`src/rtl/multicycle_main_control_pkg.sv`:
```
// Shared constants for the multi-cycle core control path: opcodes, ALUOp
// encodings, ALU B-operand selects and the main FSM state encoding.
package multicycle_main_control_pkg;

    localparam logic [6:0] OP_LOAD   = 7'b0000011;
    localparam logic [6:0] OP_STORE  = 7'b0100011;
    localparam logic [6:0] OP_RTYPE  = 7'b0110011;
    localparam logic [6:0] OP_BRANCH = 7'b1100011;

    // ALUOp as consumed by the ALU-control decoder
    localparam logic [1:0] ALUOP_ADD  = 2'b00;
    localparam logic [1:0] ALUOP_SUB  = 2'b01;
    localparam logic [1:0] ALUOP_FUNC = 2'b10;

    // ALU B-operand mux selects
    localparam logic [1:0] SRCB_RS2  = 2'b00;
    localparam logic [1:0] SRCB_FOUR = 2'b01;
    localparam logic [1:0] SRCB_IMM  = 2'b10;

    typedef enum logic [3:0] {
        S_FETCH     = 4'd0,
        S_DECODE    = 4'd1,
        S_MEM_ADDR  = 4'd2,
        S_MEM_READ  = 4'd3,
        S_MEM_WB    = 4'd4,
        S_MEM_WRITE = 4'd5,
        S_EXEC_R    = 4'd6,
        S_R_WB      = 4'd7,
        S_BRANCH    = 4'd8
    } state_t;

endpackage

```
`src/rtl/multicycle_main_control_wait_timer.sv`:
```
// Bounded-wait counter: counts cycles spent waiting on memory and flags the
// last permitted cycle so the FSM can abort instead of hanging.
module mc_wait_timer #(
    parameter int WAIT_LIMIT = 16,
    parameter int CNT_W      = 8
) (
    input  logic             clk,
    input  logic             rst,
    input  logic             clear,
    input  logic             count_en,
    output logic             expired,
    output logic [CNT_W-1:0] cnt
);

    logic [CNT_W-1:0] r_cnt;

    // Clear wins over count so a state change or abort always restarts at 0
    always_ff @(posedge clk) begin
        if (rst || clear) begin
            r_cnt <= '0;
        end else if (count_en) begin
            r_cnt <= r_cnt + CNT_W'(1);
        end
    end

    assign expired = (r_cnt == CNT_W'(WAIT_LIMIT - 1));
    assign cnt     = r_cnt;

endmodule

```
`src/rtl/multicycle_main_control.sv`:
```
// Main control FSM of the multi-cycle RISC-V core: sequences fetch, decode,
// execute, memory and writeback phases and drives datapath enables/selects.
module multicycle_main_control
    import multicycle_main_control_pkg::*;
#(
    parameter int WAIT_LIMIT = 16,
    parameter int CNT_W      = 8
) (
    input  logic       clk,
    input  logic       rst,
    input  logic [6:0] opcode,
    input  logic       mem_ready,
    output logic       pc_write,
    output logic       pc_write_cond,
    output logic       iord,
    output logic       mem_read,
    output logic       mem_write,
    output logic       ir_write,
    output logic       mem_to_reg,
    output logic       reg_write,
    output logic       alu_src_a,
    output logic [1:0] alu_src_b,
    output logic [1:0] alu_op,
    output logic       pc_source,
    output logic       instr_done,
    output logic       illegal_instr,
    output logic       mem_timeout,
    output logic [3:0] state_o
);

    state_t           r_state;
    state_t           w_next;
    logic             w_in_wait;
    logic             w_expired;
    logic             w_timeout;
    logic             w_clear;
    logic [CNT_W-1:0] w_wait_cnt;
    logic             w_unused_cnt;

    assign w_in_wait = (r_state == S_FETCH) || (r_state == S_MEM_READ) ||
                       (r_state == S_MEM_WRITE);
    // mem_ready on the limit cycle counts as completion, not as an abort
    assign w_timeout = w_in_wait && !mem_ready && w_expired;
    // A FETCH timeout keeps the state, so the abort must clear explicitly
    assign w_clear   = (w_next != r_state) || w_timeout;

    mc_wait_timer #(
        .WAIT_LIMIT(WAIT_LIMIT),
        .CNT_W     (CNT_W)
    ) u_wait_timer (
        .clk     (clk),
        .rst     (rst),
        .clear   (w_clear),
        .count_en(w_in_wait && !mem_ready),
        .expired (w_expired),
        .cnt     (w_wait_cnt)
    );

    // Raw count is only a debug aid; the FSM relies on the expired flag
    assign w_unused_cnt = ^w_wait_cnt;

    // State register
    always_ff @(posedge clk) begin
        if (rst) begin
            r_state <= S_FETCH;
        end else begin
            r_state <= w_next;
        end
    end

    // Next-state and output decode; reset forces every output low
    always_comb begin
        w_next        = r_state;
        pc_write      = 1'b0;
        pc_write_cond = 1'b0;
        iord          = 1'b0;
        mem_read      = 1'b0;
        mem_write     = 1'b0;
        ir_write      = 1'b0;
        mem_to_reg    = 1'b0;
        reg_write     = 1'b0;
        alu_src_a     = 1'b0;
        alu_src_b     = SRCB_RS2;
        alu_op        = ALUOP_ADD;
        pc_source     = 1'b0;
        instr_done    = 1'b0;
        illegal_instr = 1'b0;
        mem_timeout   = 1'b0;
        state_o       = r_state;

        case (r_state)
            S_FETCH: begin
                mem_read  = 1'b1;
                alu_src_b = SRCB_FOUR;
                if (mem_ready) begin
                    ir_write = 1'b1;
                    pc_write = 1'b1;
                    w_next   = S_DECODE;
                end else if (w_timeout) begin
                    mem_timeout = 1'b1;
                end
            end
            S_DECODE: begin
                // Branch target PC + imm is parked in ALUOut here
                alu_src_b = SRCB_IMM;
                case (opcode)
                    OP_LOAD, OP_STORE: w_next = S_MEM_ADDR;
                    OP_RTYPE:          w_next = S_EXEC_R;
                    OP_BRANCH:         w_next = S_BRANCH;
                    default: begin
                        illegal_instr = 1'b1;
                        w_next        = S_FETCH;
                    end
                endcase
            end
            S_MEM_ADDR: begin
                alu_src_a = 1'b1;
                alu_src_b = SRCB_IMM;
                w_next    = (opcode == OP_STORE) ? S_MEM_WRITE : S_MEM_READ;
            end
            S_MEM_READ: begin
                mem_read = 1'b1;
                iord     = 1'b1;
                if (mem_ready) begin
                    w_next = S_MEM_WB;
                end else if (w_timeout) begin
                    mem_timeout = 1'b1;
                    w_next      = S_FETCH;
                end
            end
            S_MEM_WB: begin
                reg_write  = 1'b1;
                mem_to_reg = 1'b1;
                instr_done = 1'b1;
                w_next     = S_FETCH;
            end
            S_MEM_WRITE: begin
                mem_write = 1'b1;
                iord      = 1'b1;
                if (mem_ready) begin
                    instr_done = 1'b1;
                    w_next     = S_FETCH;
                end else if (w_timeout) begin
                    mem_timeout = 1'b1;
                    w_next      = S_FETCH;
                end
            end
            S_EXEC_R: begin
                alu_src_a = 1'b1;
                alu_src_b = SRCB_RS2;
                alu_op    = ALUOP_FUNC;
                w_next    = S_R_WB;
            end
            S_R_WB: begin
                reg_write  = 1'b1;
                instr_done = 1'b1;
                w_next     = S_FETCH;
            end
            S_BRANCH: begin
                alu_src_a     = 1'b1;
                alu_src_b     = SRCB_RS2;
                alu_op        = ALUOP_SUB;
                pc_write_cond = 1'b1;
                pc_source     = 1'b1;
                instr_done    = 1'b1;
                w_next        = S_FETCH;
            end
            default: begin
                w_next = S_FETCH;
            end
        endcase

        if (rst) begin
            pc_write      = 1'b0;
            pc_write_cond = 1'b0;
            iord          = 1'b0;
            mem_read      = 1'b0;
            mem_write     = 1'b0;
            ir_write      = 1'b0;
            mem_to_reg    = 1'b0;
            reg_write     = 1'b0;
            alu_src_a     = 1'b0;
            alu_src_b     = 2'b00;
            alu_op        = 2'b00;
            pc_source     = 1'b0;
            instr_done    = 1'b0;
            illegal_instr = 1'b0;
            mem_timeout   = 1'b0;
            state_o       = 4'd0;
        end
    end

endmodule

```
`config.mk`:
```
export PLATFORM = sky130hd
export DESIGN_NAME = multicycle_main_control
export DESIGN_NICKNAME = d
export VERILOG_FILES = /design/src/rtl/multicycle_main_control_pkg.sv /design/src/rtl/multicycle_main_control_wait_timer.sv /design/src/rtl/multicycle_main_control.sv
export SDC_FILE = /design/constraint.sdc
export NUM_CORES = 1
export LEC_CHECK = 0
export CELL_PAD_IN_SITES_DETAIL_PLACEMENT = 0
export CELL_PAD_IN_SITES_GLOBAL_PLACEMENT = 1
export CORE_ASPECT_RATIO = 0.7
export CORE_MARGIN = 10
export CORE_UTILIZATION = 31
export CTS_CLUSTER_SIZE = 10
export DETAILED_ROUTE_END_ITERATION = 6
export PLACE_DENSITY = 0.8
export REMOVE_ABC_BUFFERS = 1
export SYNTH_ARGS = -nofsm -noshare
export SYNTH_HDL_FRONTEND = slang
export SYNTH_SLANG_ARGS = --single-unit
```
`constraint.sdc`:
```
create_clock -name clk -period 1.8 [get_ports clk]
set_input_delay 0.18 -clock clk [delete_from_list [all_inputs] [get_ports clk]]
set_output_delay 0.18 -clock clk [all_outputs]
set_load 0.02 [all_outputs]
```
Yosys cells after proc, flatten, opt, wreduce, memory -nomap -nowiden --
Index checks and enable logic that the tools add are counted. W data, S select, Z words.
Word-level totals: input bits 10, flip-flop bits (word level) 12, output and inout port bits 21, word-level logic and storage cells 72
Cells by class: reduce and logical (&&, ||, !) cells 17, muxes and demuxes 38, equal/unequal tests 14, $add $sub $neg 1
Operator list (count):
- $mux W1 | 25
- $pmux W4 S6 | 1
- $mux W4 | 5
- $eq A4 B3 Y1 const B | 4
- $eq A7 B6 Y1 const B | 2
- $pmux W4 S3 | 1
- $reduce_or A2 Y1 | 5
- $reduce_or A3 Y1 | 3
- $add A8 B1 Y8 const B | 1
- $eq A4 B2 Y1 const B | 2
- $eq A8 B4 Y1 const B | 1
- $pmux W2 S2 | 2
- $eq A7 B2 Y1 const B | 1
- $eq A7 B7 Y1 const B | 1
- $eq A4 B1 Y1 const B | 1
- $eq A4 B4 Y1 const B | 1
- $logic_not A4 Y1 | 1
- $logic_or A1 B1 Y1 | 4
- $mux W2 | 2
- $ne A4 B4 Y1 | 1
- $reduce_or A4 Y1 | 1
- $mux W3 | 1
- $logic_and A1 B1 Y1 | 2
- $pmux W1 S2 | 1
- $logic_not A1 Y1 | 1

Depth between registers and ports, before layout --
depth after elaboration 11, gate-level depth with buffers 6, depth with buffers taken out 4

Modules after synthesis --
Synthesis repeated with hierarchy kept, for this count alone.
Second synthesis, totals: cell total of the unflattened synthesis 130, area total of the unflattened synthesis 970.9 um^2
By module, submodules not included:
- multicycle_main_control | times used 1, area an instance 613.1 um^2, cells an instance 90, sequential area each 80.1 um^2
- mc_wait_timer | times used 1, area an instance 357.8 um^2, cells an instance 40, sequential area each 160.2 um^2

Worst setup path before layout --
Ideal clock, no wire load.
kind reg-to-output, from register r_state[1], to output port pc_write, arrival time 1923 ps, stages on the path, launching flop included 6, required time 1620 ps, setup slack -303 ps, path buffers 2, cells stage by stage dfxtp_1 > buf_2 > or3_1 > nor3_1 > and2_1 > buf_4
Between the ends: cells in the longest elaborated chain, start to end 3
Ends and longest elaborated chain:
- start: declaration | line multicycle_main_control.sv:31 | state_t r_state;
- start signal: assignment | line multicycle_main_control.sv:67 | r_state <= w_next;
- $logic_not A4 Y1
- $mux W1 (2 in series)
- end: declaration | line multicycle_main_control.sv:13 | output logic pc_write,
No other way between the ends.

Worst setup path in the final report --
from register r_state[2], to register u_wait_timer.r_cnt[4] (netlist: u_wait_timer.cnt[4])
Between the ends: cells in the longest elaborated chain, start to end 11, elaborated cells between the ends (all ways) 18, those cells by class eq/ne (6); mux (5); reduce/logical (7)
Ends and longest elaborated chain:
- $eq A4 B2 Y1 / $logic_not A4 Y1 (equally long branches) | line multicycle_main_control.sv:40, multicycle_main_control.sv:91
- $logic_or A1 B1 Y1 (2 in series) | line multicycle_main_control.sv:40 | assign w_in_wait = (r_state == S_FETCH) || (r_state == S_MEM_READ) ||
- $logic_and A1 B1 Y1 | line multicycle_main_control.sv:43, multicycle_main_control.sv:54
- $logic_and A1 B1 Y1 | line multicycle_main_control.sv:43 | assign w_timeout = w_in_wait && !mem_ready && w_expired;
- $mux W4 | line multicycle_main_control.sv:126, multicycle_main_control.sv:143
- $mux W4, on equally long branches | line multicycle_main_control.sv:140, multicycle_main_control.sv:124
- $pmux W4 S6 | line multicycle_main_control.sv:91 | case (r_state)
- $ne A4 B4 Y1 | line multicycle_main_control.sv:45 | assign w_clear = (w_next != r_state) || w_timeout;
- $logic_or A1 B1 Y1 | line multicycle_main_control.sv:45
- $logic_or A1 B1 Y1 | line multicycle_main_control_wait_timer.sv:19 | if (rst || clear) begin
- end signal: assignment | line multicycle_main_control_wait_timer.sv:22 | r_cnt <= r_cnt + CNT_W'(1);
- end: declaration | line multicycle_main_control_wait_timer.sv:15 | logic [CNT_W-1:0] r_cnt;
Several ways; a longest one is shown, not always the timed one. A chain may end at the register's enable or synchronous reset.

==> impl_summary.md <==
STA
The transition time at the pin with the least slew margin is 379.4 ps. Of the available clock period, the critical path in the final layout requires 102.3%. The setup TNS is -246.3 ps. The number of endpoints with negative hold slack in the final report is 0.

Setup slack on the critical path of the routed design comes to -41.67 ps. Clock skew on the completed layout was measured at 4.011 ps. Setup violations remaining at the end of the flow were counted as 8. The maximum clock frequency is 0.5430 GHz. The final number of max-transition violations was 0. Setup repair after global routing could not meet its margin everywhere. Subtracting the final worst setup slack from the clock period gives 1842 ps.

Measured against its own limit, the worst slew margin works out to about 74%.

Setup path
The startpoint identified for the worst register-to-register timing path is r_state[2]. In this run the register-to-register setup slack is -40 ps. The maximum fanout along the worst path is 8.

The type of element capturing the critical path is a flip-flop. At the worst endpoint, the arrival time is 1950 ps. By startpoint and endpoint, the worst setup path is classified as flip-flop to flip-flop. STA puts the critical path data required time at 1910 ps. The capture instance of the worst register-to-register path is u_wait_timer.cnt[4]. The worst reg-to-reg path cell count is 6. The launching element type of the critical path is a flip-flop.

Finish
The number of antenna diodes in the final layout is 0. Compared with the post-synthesis result, the final layout area differs by 73.67%. The number of nets in the layout is 222.

Summing all non-filler instances in the final layout gives an area of approximately 2000 um2. The flip-flop and latch area is 250.2 um2. The layout has 323 filler cells. Summing all multi-input logic gate instances after layout gives 960.9 um2. Cells with a size suffix above 1 make up 43.06% of the layout.

Detailed routing
The remaining antenna violation count after routing is 0. The detail-routed via count per cell is 5.425. For this block, the via count after detailed routing is around 1400. The total detailed-routing wirelength is ~4300 um. In the final routed layout, each cell accounts on average for roughly 17 um. For this block, the initial DRC count from the detailed router was 110. The residual DRC count is 0. The number of search-and-repair iterations in the first detailed-routing pass is 4.

Clock network
TritonCTS built the clock tree. Clock tree synthesis selected as its root buffer the cell clkbuf_8. The clock tree buffer depth is 2.

The H-tree level count is 1. The number of clock buffers added by TritonCTS is 3. Clock latency on the worst-skew pair, taken at its later pin, is 240 ps. The clock-pin slew on the worst setup and hold paths is 50 ps.

CTS saw 12 sinks.

Power
The relative contribution of the clock network to total power is 35.3%. The combinational fraction of design power is 25.5%. The design internal power is around 500 uW. The switching power total is 189.7 uW. The relative contribution of sequential cells to total power is 39.1%. The worst-case IR drop observed on VDD is 0.3462 mV. For this design the static power due to leakage is about 0.76 nW. The power consumption is 689.5 uW. The areal power density over the cells is 352.6 nW/um2.

Net switching is between 20% and 30% of the power.

Die
31 I/O pins were placed. For this configuration, the core starts out at a cell density of 32.05%. The die extent in y is between 70 and 80 um. The number of standard-cell rows in the floorplan is 18. The floorplan die area is 6482 um2. The region available for standard cell placement spans around 3500 um2. Measured along the x axis, the die boundary spans 92.04 um.

Yosys
The register bit count reported by yosys is 12. The most used flip-flop cell after synthesis is dfxtp_1. The proportion of synthesized flip-flops having asynchronous set or reset is 0%. The biggest area contributor in the post-synthesis netlist is dfxtp_1. The number of synthesized flops with an enable pin is 0.

The mapped netlist covers 1126 um2. The number of warnings reported in the yosys synthesis log is 0. Summing the sequential cell areas from Yosys gives 21.33% of the chip area. The average cell area after synthesis is 7.820 um2. By area the synthesized netlist is led by dfxtp_1 (21%), nor2b_1 (5.0%), clkbuf_1 (3.3%). After synthesis, the largest area contributor takes up 21.33% of total cell area. The cell count after synthesis came out at 144. Synthesis instantiated 55 different standard cells from the library.

Hold path
For hold timing, the worst endpoint is r_state[0]. The class of the tightest hold or removal check is flip-flop to flip-flop. The cell depth of the worst min-delay path is 2. The startpoint identified for the worst hold timing path is r_state[3].

Global route
The first global-routing pass estimated 6644 um of wire. The number of global-route vias before repair is 1300. The number of antenna violations at the first check in global routing is 0. Entering global routing, the biggest net connects 18 pins.

The overall overflow remaining after global route is 0. The global-route usage over all layers is 12.35%.

Placed design
The count of buffers added on input and output ports is 30. The half-perimeter wire length after detailed placement is 3071 um. The placed instance area is between 1500 and 2000 um2. The routability congestion estimate from global placement is 0.9196.

Run status
The checks that failed: setup timing. The run finished, with violations left.

Job
The total of max-cap violations is 0.
[cell families (layout without fill, tap and decap cells)]
family,count (synthesis),after routing,synth area share [%]
adders and majority gates,2,2,2.000
buffers and inverters,18,83,6.888
and+or+nand+nor,73,73,40.89
AOI/OAI and AO/OA,37,37,26.67
DFF,12,12,21.33
xor gates and xnor gates,2,2,2.223
[cell usage after synthesis, types with 3 or more instances]
| library cell | n |
|---|---|
| or3b_1 | 3 |
| inv_1 | 3 |
| or4_1 | 3 |
| nor3_1 | 5 |
| a21oi_1 | 3 |
| nor3b_1 | 4 |
| o31ai_1 | 5 |
| clkbuf_1 | 10 |
| or3_1 | 4 |
| nand2_1 | 6 |
| nor2_1 | 9 |
| a2111oi_0 | 4 |
| dfxtp_1 | 12 |
| nor4_1 | 3 |
| nor2b_1 | 9 |
| nand3b_1 | 4 |
| nand3_1 | 7 |
[sequential cells by signal (all words and copies together), names as in the netlist]
name	count
r_state	4
u_wait_timer.cnt	8
[critical path, stage by stage (launching register included)]
cell and delay (ps):
dfxtp_4 380, buf_6 130, or4b_1 490, a211o_1 280
a31oi_2 160, buf_6 200, a211oi_2 60
[metrics by stage]
stage	hold slack (ps)	setup slack (ps)	utilization [%]	instances
after floorplan	249.1	-264.0	-	129
after global placement	587.2	-367.9	49.25	250
after detailed placement	594.9	-379.1	49.25	250
after CTS	607.0	-54.55	52.96	255
after global routing	598.8	-89.24	55.66	259
final	571.6	-41.67	55.66	259
[cell usage in the layout, fill, tap and decap left out, types with 2 or more instances in the layout]
cell type         n
or3_1             3
nand4b_1          2
nor2b_1           8
buf_2             9
o41ai_1           2
o21bai_1          2
nor3b_2           2
nor3_4            2
or3b_1            3
dfxtp_4           2
a21oi_1           3
a211o_1           2
buf_4            42
inv_1             3
or4_4             2
buf_6             4
a2111oi_4         3
clkbuf_8          3
a2111oi_2         4
clkdlybuf4s50_1   9
nor2_1            9
dfxtp_1           8
nor3_1            3
nor4_1            3
nand3b_1          4
nand3_1           7
clkdlybuf4s15_1   2
nor3b_1           2
and2_1            2
o21ai_0           2
dfxtp_2           2
nand2_1           6
nand2b_1          2
dlygate4sd2_1     6
clkbuf_2          2
o31ai_1           5
[worst max path at each step]
stage,slack (ps),depth (start not counted),from,end
3_5_place_dp,-380,5,rst,alu_src_a
6_report,-40,6,r_state[2],u_wait_timer.cnt[4]
3_3_place_gp,-370,5,mem_ready,mem_timeout
4_1_cts,-50,6,r_state[2],u_wait_timer.cnt[4]
2_1_floorplan,-260,4,r_state[1],mem_timeout
5_1_grt,-90,6,r_state[2],u_wait_timer.cnt[4]
[what timing repair did]
| item | CTS | global route |
|---|---|---|
| hold buffers | 0 | 0 |
| setup endpoints to repair | 29 | 19 |
| gates cloned | 0 | 1 |
| setup buffers | 2 | 3 |
| gates resized for setup | 79 | 23 |
| pin swaps | 5 | 6 |
[cell type report]
class                   instances  share of cell area (%)
clock buffers                   3                   2.111
repair buffers                 77                   32.18
inverters                       3                  0.5758
well taps                      50                   3.199
multi-input cells             114                   49.14
flip-flops and latches         12                   12.80
[metal layers]
| layer | vias to the layer above | global-route usage (%) | wire length (um) |
|---|---|---|---|
| met3 | 2 | 2.455 | 199 |
| li1 | 684 | - | - |
| met2 | 33 | 19.69 | 2070 |
| met4 | 0 | 3.754 | 35 |
| met5 | - | 0 | 0 |
| met1 | 686 | 16.20 | 1999 |
[power groups by stage]
stage | Sequential [mW] | Combinational, mW | Clock, mW
after detailed placement | 0.277 | 0.150 | 0
after CTS | 0.269 | 0.154 | 0.250
after floorplan | 0.280 | 0.0562 | 0
after global placement | 0.277 | 0.147 | 0
final | 0.270 | 0.176 | 0.244
after global routing | 0.270 | 0.187 | 0.263
No activity file was read; power rests on OpenSTA's default activity.
